## config.mk

```make
export PLATFORM = sky130hd
export DESIGN_NAME = im_boot_ctrl
export DESIGN_NICKNAME = d
export VERILOG_FILES = /design/src/rtl/im_boot_pkg.sv /design/src/rtl/im_boot_ctrl_byte_packer.sv /design/src/rtl/im_boot_ctrl.sv
export SDC_FILE = /design/constraint.sdc
export NUM_CORES = 1
export LEC_CHECK = 0
export BUFFER_PORTS_ARGS = -buffer_cell sky130_fd_sc_hd__buf_2
export CORE_MARGIN = 3
export CORE_UTILIZATION = 45
export CTS_CLUSTER_DIAMETER = 200
export DETAILED_ROUTE_END_ITERATION = 6
export PLACE_DENSITY_LB_ADDON = 0.3
export SETUP_SLACK_MARGIN = 0.4
export SYNTH_ARGS = -nofsm -noshare
export SYNTH_HDL_FRONTEND = slang
export SYNTH_HIERARCHICAL = 1
export SYNTH_SLANG_ARGS = --single-unit
```

## constraint.sdc

```tcl
create_clock -name clk -period 4.3 [get_ports clk]
set_clock_uncertainty 0.1 [all_clocks]
set_input_delay 0.215 -clock clk [delete_from_list [all_inputs] [get_ports clk]]
set_output_delay 0.215 -clock clk [all_outputs]
set_load 0.01 [all_outputs]
```

## src/rtl/im_boot_pkg.sv

```systemverilog
// im_boot_pkg: shared state encoding and sizing constants for the instruction-memory boot controller.
package im_boot_pkg;
   localparam int IM_ADDR_W      = 14;
   localparam int IM_DATA_W      = 32;
   localparam int BYTES_PER_WORD = IM_DATA_W / 8;
   localparam int LEN_BYTES      = 2;
   typedef enum logic [2:0] {S_RUN, S_LEN_HI, S_LEN_LO, S_DATA, S_CSUM, S_FIN} im_boot_state_t;
endpackage

```

## src/rtl/im_boot_ctrl_byte_packer.sv

```systemverilog
// byte_packer: shifts bytes in big-endian order and flags each completed word for one cycle.
import im_boot_pkg::*;

module byte_packer #(
   parameter int DATA_W = IM_DATA_W
) (
   input  logic              clk,
   input  logic              rst,
   input  logic              clr_i,
   input  logic [7:0]        byte_i,
   input  logic              vld_i,
   output logic [DATA_W-1:0] word_o,
   output logic              word_vld_o
);
   localparam int BPW = DATA_W / 8;
   localparam int CW  = BPW > 1 ? $clog2(BPW) : 1;
   logic [DATA_W-1:0] word_q, word_d;
   logic [CW-1:0]     cnt_q, cnt_d;
   logic              vld_q, vld_d;
   logic              full;
   assign full = cnt_q == CW'(BPW - 1);
   always_comb begin
      word_d = clr_i ? '0 : vld_i ? {word_q[DATA_W-9:0], byte_i} : word_q;
      cnt_d  = (clr_i || (vld_i && full)) ? '0 : vld_i ? cnt_q + 1'b1 : cnt_q;
      vld_d  = !clr_i && vld_i && full;
   end
   always_ff @(posedge clk) begin
      if (rst) begin
         word_q <= '0;
         cnt_q  <= '0;
         vld_q  <= 1'b0;
      end else begin
         word_q <= word_d;
         cnt_q  <= cnt_d;
         vld_q  <= vld_d;
      end
   end
   assign word_o     = word_q;
   assign word_vld_o = vld_q;
endmodule

```

## src/rtl/im_boot_ctrl.sv

```systemverilog
// im_boot_ctrl: shares the instruction-memory port between CPU fetch and a UART program loader.
// Optional trailing checksum byte enabled by defining BOOT_CHECKSUM_EN.
import im_boot_pkg::*;

module im_boot_ctrl #(
   parameter int ADDR_W = IM_ADDR_W,
   parameter int DATA_W = BYTES_PER_WORD * 8
) (
   input  logic              clk,
   input  logic              rst,
   input  logic              boot_req,
   input  logic [7:0]        rx_byte,
   input  logic              rx_vld,
   input  logic [ADDR_W-1:0] cpu_addr,
   input  logic              cpu_rd_en,
   output logic              cpu_stall,
   output logic [ADDR_W-1:0] mem_addr,
   output logic              mem_rd_en,
   output logic              mem_we,
   output logic [DATA_W-1:0] mem_wdata,
   output logic              load_busy,
   output logic              load_done,
   output logic              load_err
);
   localparam logic [ADDR_W:0] MAX_N = {1'b1, {ADDR_W{1'b0}}};
`ifdef BOOT_CHECKSUM_EN
   localparam im_boot_state_t S_TAIL = S_CSUM;
`else
   localparam im_boot_state_t S_TAIL = S_FIN;
`endif
   im_boot_state_t          state_q, state_d;
   logic [ADDR_W:0]         wcnt_q, wcnt_d, n_q, n_d, n_len;
   logic [7:0]              len_hi_q, len_hi_d;
   logic                    err_q, err_d;
   logic [LEN_BYTES*8-1:0]  n_full;
   logic                    len_over, last_wr, pk_vld, pk_clr, pk_wvld;
   logic [DATA_W-1:0]       pk_word;
`ifdef BOOT_CHECKSUM_EN
   logic [7:0]              csum_q, csum_d;
   logic                    pend_q, pend_d;
`endif
   assign n_full   = {len_hi_q, rx_byte};
   assign len_over = n_full > (LEN_BYTES*8)'(MAX_N);
   assign n_len    = len_over ? MAX_N : n_full[ADDR_W:0];
   assign last_wr  = state_q == S_DATA && pk_wvld && wcnt_q == n_q - 1'b1;
   // a byte landing in the final write cycle is past the image, never data
   assign pk_vld   = rx_vld && state_q == S_DATA && !last_wr;
   assign pk_clr   = state_q == S_RUN && boot_req;
   byte_packer #(.DATA_W(DATA_W)) u_packer (
      .clk        (clk),
      .rst        (rst),
      .clr_i      (pk_clr),
      .byte_i     (rx_byte),
      .vld_i      (pk_vld),
      .word_o     (pk_word),
      .word_vld_o (pk_wvld)
   );
   always_comb begin
      state_d  = state_q;
      wcnt_d   = wcnt_q;
      n_d      = n_q;
      len_hi_d = len_hi_q;
      err_d    = err_q;
`ifdef BOOT_CHECKSUM_EN
      csum_d   = csum_q;
      pend_d   = pend_q;
`endif
      case (state_q)
         S_RUN: if (boot_req) begin
            state_d = S_LEN_HI;
            wcnt_d  = '0;
            err_d   = 1'b0;
`ifdef BOOT_CHECKSUM_EN
            csum_d  = '0;
            pend_d  = 1'b0;
`endif
         end
         S_LEN_HI: if (rx_vld) begin
            state_d  = S_LEN_LO;
            len_hi_d = rx_byte;
`ifdef BOOT_CHECKSUM_EN
            csum_d   = csum_q ^ rx_byte;
`endif
         end
         S_LEN_LO: if (rx_vld) begin
            state_d = n_len == '0 ? S_TAIL : S_DATA;
            n_d     = n_len;
            err_d   = err_q | len_over;
`ifdef BOOT_CHECKSUM_EN
            csum_d  = csum_q ^ rx_byte;
`endif
         end
         S_DATA: begin
            wcnt_d  = pk_wvld ? wcnt_q + 1'b1 : wcnt_q;
            state_d = last_wr ? S_TAIL : S_DATA;
`ifdef BOOT_CHECKSUM_EN
            csum_d  = pk_vld ? csum_q ^ rx_byte : csum_q;
            // checksum arriving back-to-back with the last write is judged now, retired in CSUM
            if (last_wr && rx_vld) begin
               pend_d = 1'b1;
               err_d  = err_q | (rx_byte != csum_q);
            end
`endif
         end
`ifdef BOOT_CHECKSUM_EN
         S_CSUM: if (pend_q || rx_vld) begin
            state_d = S_FIN;
            err_d   = err_q | (!pend_q && rx_byte != csum_q);
         end
`endif
         default: state_d = S_RUN;
      endcase
   end
   always_ff @(posedge clk) begin
      if (rst) begin
         state_q  <= S_RUN;
         wcnt_q   <= '0;
         n_q      <= '0;
         len_hi_q <= '0;
         err_q    <= 1'b0;
`ifdef BOOT_CHECKSUM_EN
         csum_q   <= '0;
         pend_q   <= 1'b0;
`endif
      end else begin
         state_q  <= state_d;
         wcnt_q   <= wcnt_d;
         n_q      <= n_d;
         len_hi_q <= len_hi_d;
         err_q    <= err_d;
`ifdef BOOT_CHECKSUM_EN
         csum_q   <= csum_d;
         pend_q   <= pend_d;
`endif
      end
   end
   assign cpu_stall = state_q != S_RUN;
   assign load_busy = cpu_stall;
   assign load_done = state_q == S_FIN;
   assign load_err  = err_q;
   assign mem_we    = state_q == S_DATA && pk_wvld;
   assign mem_addr  = state_q == S_RUN ? cpu_addr : wcnt_q[ADDR_W-1:0];
   assign mem_rd_en = state_q == S_RUN && cpu_rd_en;
   assign mem_wdata = pk_word;
endmodule

```

==> results_tabular.tex <==
\begin{tabular}{lr}
\hline
Metric & Value \\
\hline
\multicolumn{2}{l}{\textbf{Status}} \\
Outcome & complete, no violations \\
\multicolumn{2}{l}{\textbf{Synth}} \\
Syn Nets & 451 \\
Cell area after synthesis & around 3800 um2 \\
Post-synthesis async set-or-reset flop share & 0\% \\
Gate Count Post-Synth & 421 \\
Main area contributors after synthesis & sky130\_fd\_sc\_hd\_\_dfxtp\_1, sky130\_fd\_sc\_hd\_\_mux2i\_1, sky130\_fd\_sc\_hd\_\_nor2\_1 \\
Count of different cell masters after synthesis & 53 \\
Synth top area share & 40.7\% \\
Number of storage elements in the synthesis netlist & 77 \\
Sequential fraction of the synthesis area & between 40\% and 50\% \\
Number of enable-type register cells in the synthesized netlist & 0 \\
Predominant post-synthesis flop cell & sky130\_fd\_sc\_hd\_\_dfxtp\_1 \\
Cell type contributing the most total cell area after synthesis & sky130\_fd\_sc\_hd\_\_dfxtp\_1 \\
Mean instance size in the synthesized netlist & between 8 and 9 um2 \\
YS warnings & 6 \\
\multicolumn{2}{l}{\textbf{Worst setup path}} \\
Crit-path slowest cell & sky130\_fd\_sc\_hd\_\_and3\_2 \\
Flop-to-flop setup slack & 630 ps \\
Slowest stage delay, CP & 860 ps \\
Startpoint types & register \\
Arrival time at the worst endpoint & 3840 ps \\
Startpoint of the worst-slack reg-to-reg timing path & n\_q[0] \\
Series of cell instances along the critical path & inv\_1 -> ha\_1 -> or4b\_4 -> nor4b\_2 -> o2111ai\_1 -> o221a\_1 -> nand4\_1 -> and3\_2 -> or3b\_1 -> a21oi\_1 \\
R2R depth & 10 \\
Worst-path fanout max & 37 \\
CP required & 4480 ps \\
Endpoint of the lowest-slack register-to-register path & u\_packer/cnt\_q[0] \\
Kind of end point of the critical path & register \\
Type of the worst setup path & reg -> reg \\
\multicolumn{2}{l}{\textbf{STA}} \\
Max-slew headroom at the worst pin & 21.6\% \\
Tightest Pin Transition & between 1000 and 1500 ps \\
Max Transition Viols Final & 0 \\
Unrepaired setup endpoints after global routing & no \\
Setup TNS after final layout & 0 ps \\
Final worst-path setup slack & $\sim$630 ps \\
Period utilisation layout & between 80\% and 90\% \\
Final hold violation count & 0 \\
Final period demand of the worst path & 3670 ps \\
Count of endpoints failing setup in the final report & 0 \\
Maximum frequency from static timing analysis & 273 MHz \\
\multicolumn{2}{l}{\textbf{Routing}} \\
Average via count per standard cell & 5.34 \\
Number of detailed-routing iterations run before antenna repair & 4 \\
Via Count & 3143 \\
Remaining antenna violation count after routing & 0 \\
Average detailed-routed wire length per instance & 14.1 um \\
DRC violations left & 0 \\
Sum of routed wire length over all layers & 8330 um \\
Initial DRC count & roughly 150 \\
\multicolumn{2}{l}{\textbf{Placed design}} \\
Count of input and output buffers & between 70 and 80 \\
Placed cells & 573 \\
Global placer's final weighted congestion & 0.919 \\
Post-placement setup slack & 604 ps \\
HPWL after detailed placement & 6160 um \\
\multicolumn{2}{l}{\textbf{Min path}} \\
Hold/Removal Path Class & in -> reg \\
Number of instances on the worst hold path & 3 \\
Origin of the worst min-delay path & rx\_byte[2] \\
Worst hold path endpoint & n\_q[2] \\
\multicolumn{2}{l}{\textbf{Die}} \\
Initial core utilization & a little under half \\
Chip height & 97.7 um \\
Number of placement rows & 32 \\
Width of the die & 97.7 um \\
I/O pin count & 79 \\
Core ar. & 7930 um2 \\
Die Area & 9540 um2 \\
\multicolumn{2}{l}{\textbf{Cells and area}} \\
Non-filler instance count after layout & 589 \\
Layout net count & 512 \\
Diodes inserted & 0 \\
Leading cell types in the layout, fill and taps excluded & sky130\_fd\_sc\_hd\_\_buf\_2, sky130\_fd\_sc\_hd\_\_dfxtp\_1, sky130\_fd\_sc\_hd\_\_nor2\_1 \\
Filler instances & 756 \\
Commonest non-fill, non-tap cell in the layout & sky130\_fd\_sc\_hd\_\_buf\_2 \\
P\&R area growth vs syn & 15.2\% \\
Share of final-layout standard cells stronger than drive strength 1 & 24.8\% \\
\multicolumn{2}{l}{\textbf{Pwr}} \\
Largest vdd supply drop & 210 uV \\
Total power per unit cell area & $\sim$340 nW/um2 \\
Total power draw & approximately 1.5 mW \\
Reported leakage power & 1.71 nW \\
\multicolumn{2}{l}{\textbf{Clock tree}} \\
Hold bufs inserted after CTS & 0 \\
Setup repair bufs after CTS & 0 \\
Clock transition time at the flip-flop clock pins of the worst setup and hold paths & about 90 ps \\
CTS tree & done \\
Number of clock sinks seen by CTS & between 70 and 80 \\
Number of buffers created by CTS & 9 \\
Clock root buffer & sky130\_fd\_sc\_hd\_\_clkbuf\_8 \\
Maximum clock insertion buffer count & 2 \\
Resized Gates After CTS & 0 \\
Count of H-tree levels built during CTS & 3 \\
Clock network latency to the later pin of the worst-skew pair & 350 ps \\
\multicolumn{2}{l}{\textbf{Global route}} \\
Aggregate global routing overflow & 0 \\
Total global-route track usage & 17.5\% \\
Wire length of the first global-routing pass & approximately 14000 um \\
Antenna violations before repair & 0 \\
Maximum number of pins on one net before global-route repair & 38 \\
Via count of the first global-routing pass & 2885 \\
\multicolumn{2}{l}{\textbf{Job}} \\
Count of max-cap constraint violations & 0 \\
\hline
\end{tabular}
==> power breakdown <==
group	switching [mW]	total (mW)	internal [mW]
registers	0.0198	0.745	0.725
logic	0.134	0.245	0.111
clock network	0.294	0.513	0.219
total	0.448	1.50	1.06
==> cells in the mapped netlist (3+ instances only) <==
cell type / number
sky130_fd_sc_hd__a21oi_1: 24
sky130_fd_sc_hd__and2_1: 3
sky130_fd_sc_hd__and3_1: 3
sky130_fd_sc_hd__and4_1: 5
sky130_fd_sc_hd__buf_2: 5
sky130_fd_sc_hd__buf_4: 5
sky130_fd_sc_hd__clkbuf_1: 19
sky130_fd_sc_hd__dfxtp_1: 77
sky130_fd_sc_hd__ha_1: 3
sky130_fd_sc_hd__inv_1: 6
sky130_fd_sc_hd__mux2_2: 13
sky130_fd_sc_hd__mux2i_1: 42
sky130_fd_sc_hd__nand2_1: 29
sky130_fd_sc_hd__nand2b_1: 3
sky130_fd_sc_hd__nand3_1: 21
sky130_fd_sc_hd__nand4_1: 4
sky130_fd_sc_hd__nor2_1: 71
sky130_fd_sc_hd__nor3_1: 5
sky130_fd_sc_hd__nor3b_1: 3
sky130_fd_sc_hd__nor4_1: 5
sky130_fd_sc_hd__o2111ai_1: 3
sky130_fd_sc_hd__o21ai_0: 6
sky130_fd_sc_hd__xnor2_1: 18
sky130_fd_sc_hd__xor2_1: 14
==> state kept, by name, summed over array words and instances, names as in the netlist <==
| register | cells |
|---|---|
| n_q | 15 |
| u_packer/cnt_q | 2 |
| u_packer/word_vld_o | 1 |
| u_packer/word_o | 32 |
| load_err | 1 |
| state_q | 3 |
| wcnt_q | 15 |
| len_hi_q | 8 |
==> routing by layer <==
layer / GRT usage (%) / up-vias / wire [um]
met1: 23.6 / 1456 / 3900
met5: 0 / - / 0
li1: - / 1590 / -
met3: 4.95 / 9 / 554
met2: 27.4 / 88 / 3810
met4: 5.22 / 0 / 67
==> worst max-delay path by stage <==
stage | slack, ps | end | from
5_1_grt | 420 | u_packer/cnt_q[0] | n_q[0]
2_1_floorplan | 1410 | u_packer/word_o[0] | n_q[0]
4_1_cts | 600 | u_packer/cnt_q[0] | n_q[0]
3_5_place_dp | 600 | u_packer/cnt_q[0] | n_q[0]
6_report | 630 | u_packer/cnt_q[0] | n_q[0]
3_3_place_gp | 760 | u_packer/cnt_q[0] | n_q[0]
==> through the flow <==
step | hold WS (ps) | area [um2] | utilization, %
6_report | 53.7 | 4360 | 55.0
4_1_cts | 40.4 | 4360 | 55.0
3_5_place_dp | 363 | 4180 | 52.7
3_3_place_gp | 349 | 4180 | 52.7
2_1_floorplan | 262 | 3780 | -
5_1_grt | 63.7 | 4360 | 55.0
==> layout make-up <==
cell class | count | area, um2 | share of cell area (%)
Tap cell | 102 | 128 | 2.93
Clock buffer | 9 | 124 | 2.84
Inverter | 6 | 22.5 | 0.517
Timing Repair Buffer | 80 | 405 | 9.30
Multi-Input combinational cell | 308 | 2080 | 47.8
Clock inverter | 7 | 56.3 | 1.29
Sequential cell | 77 | 1540 | 35.4
==> cells by family after synthesis <==
| group | share of synthesized area (%) |
|---|---|
| AND/OR/NAND/NOR | 22.6 |
| flip-flops | 40.7 |
| multiplexers | 15.0 |
| AO/OA/AOI/OAI | 8.27 |
| buffers and inverters | 4.43 |
| XOR/XNOR | 8.00 |
| adder cells (fa/ha/maj) | 0.992 |
==> worst max-delay path: cells and delay by family, from the launching register on <==
kind	cells	cell delay (ps)
simple gates	5	2290
fa+ha+maj	1	320
flops	1	370
compound gates	3	430
buf+inv	1	80
Note: power is estimated with default switching activity, not from simulation.
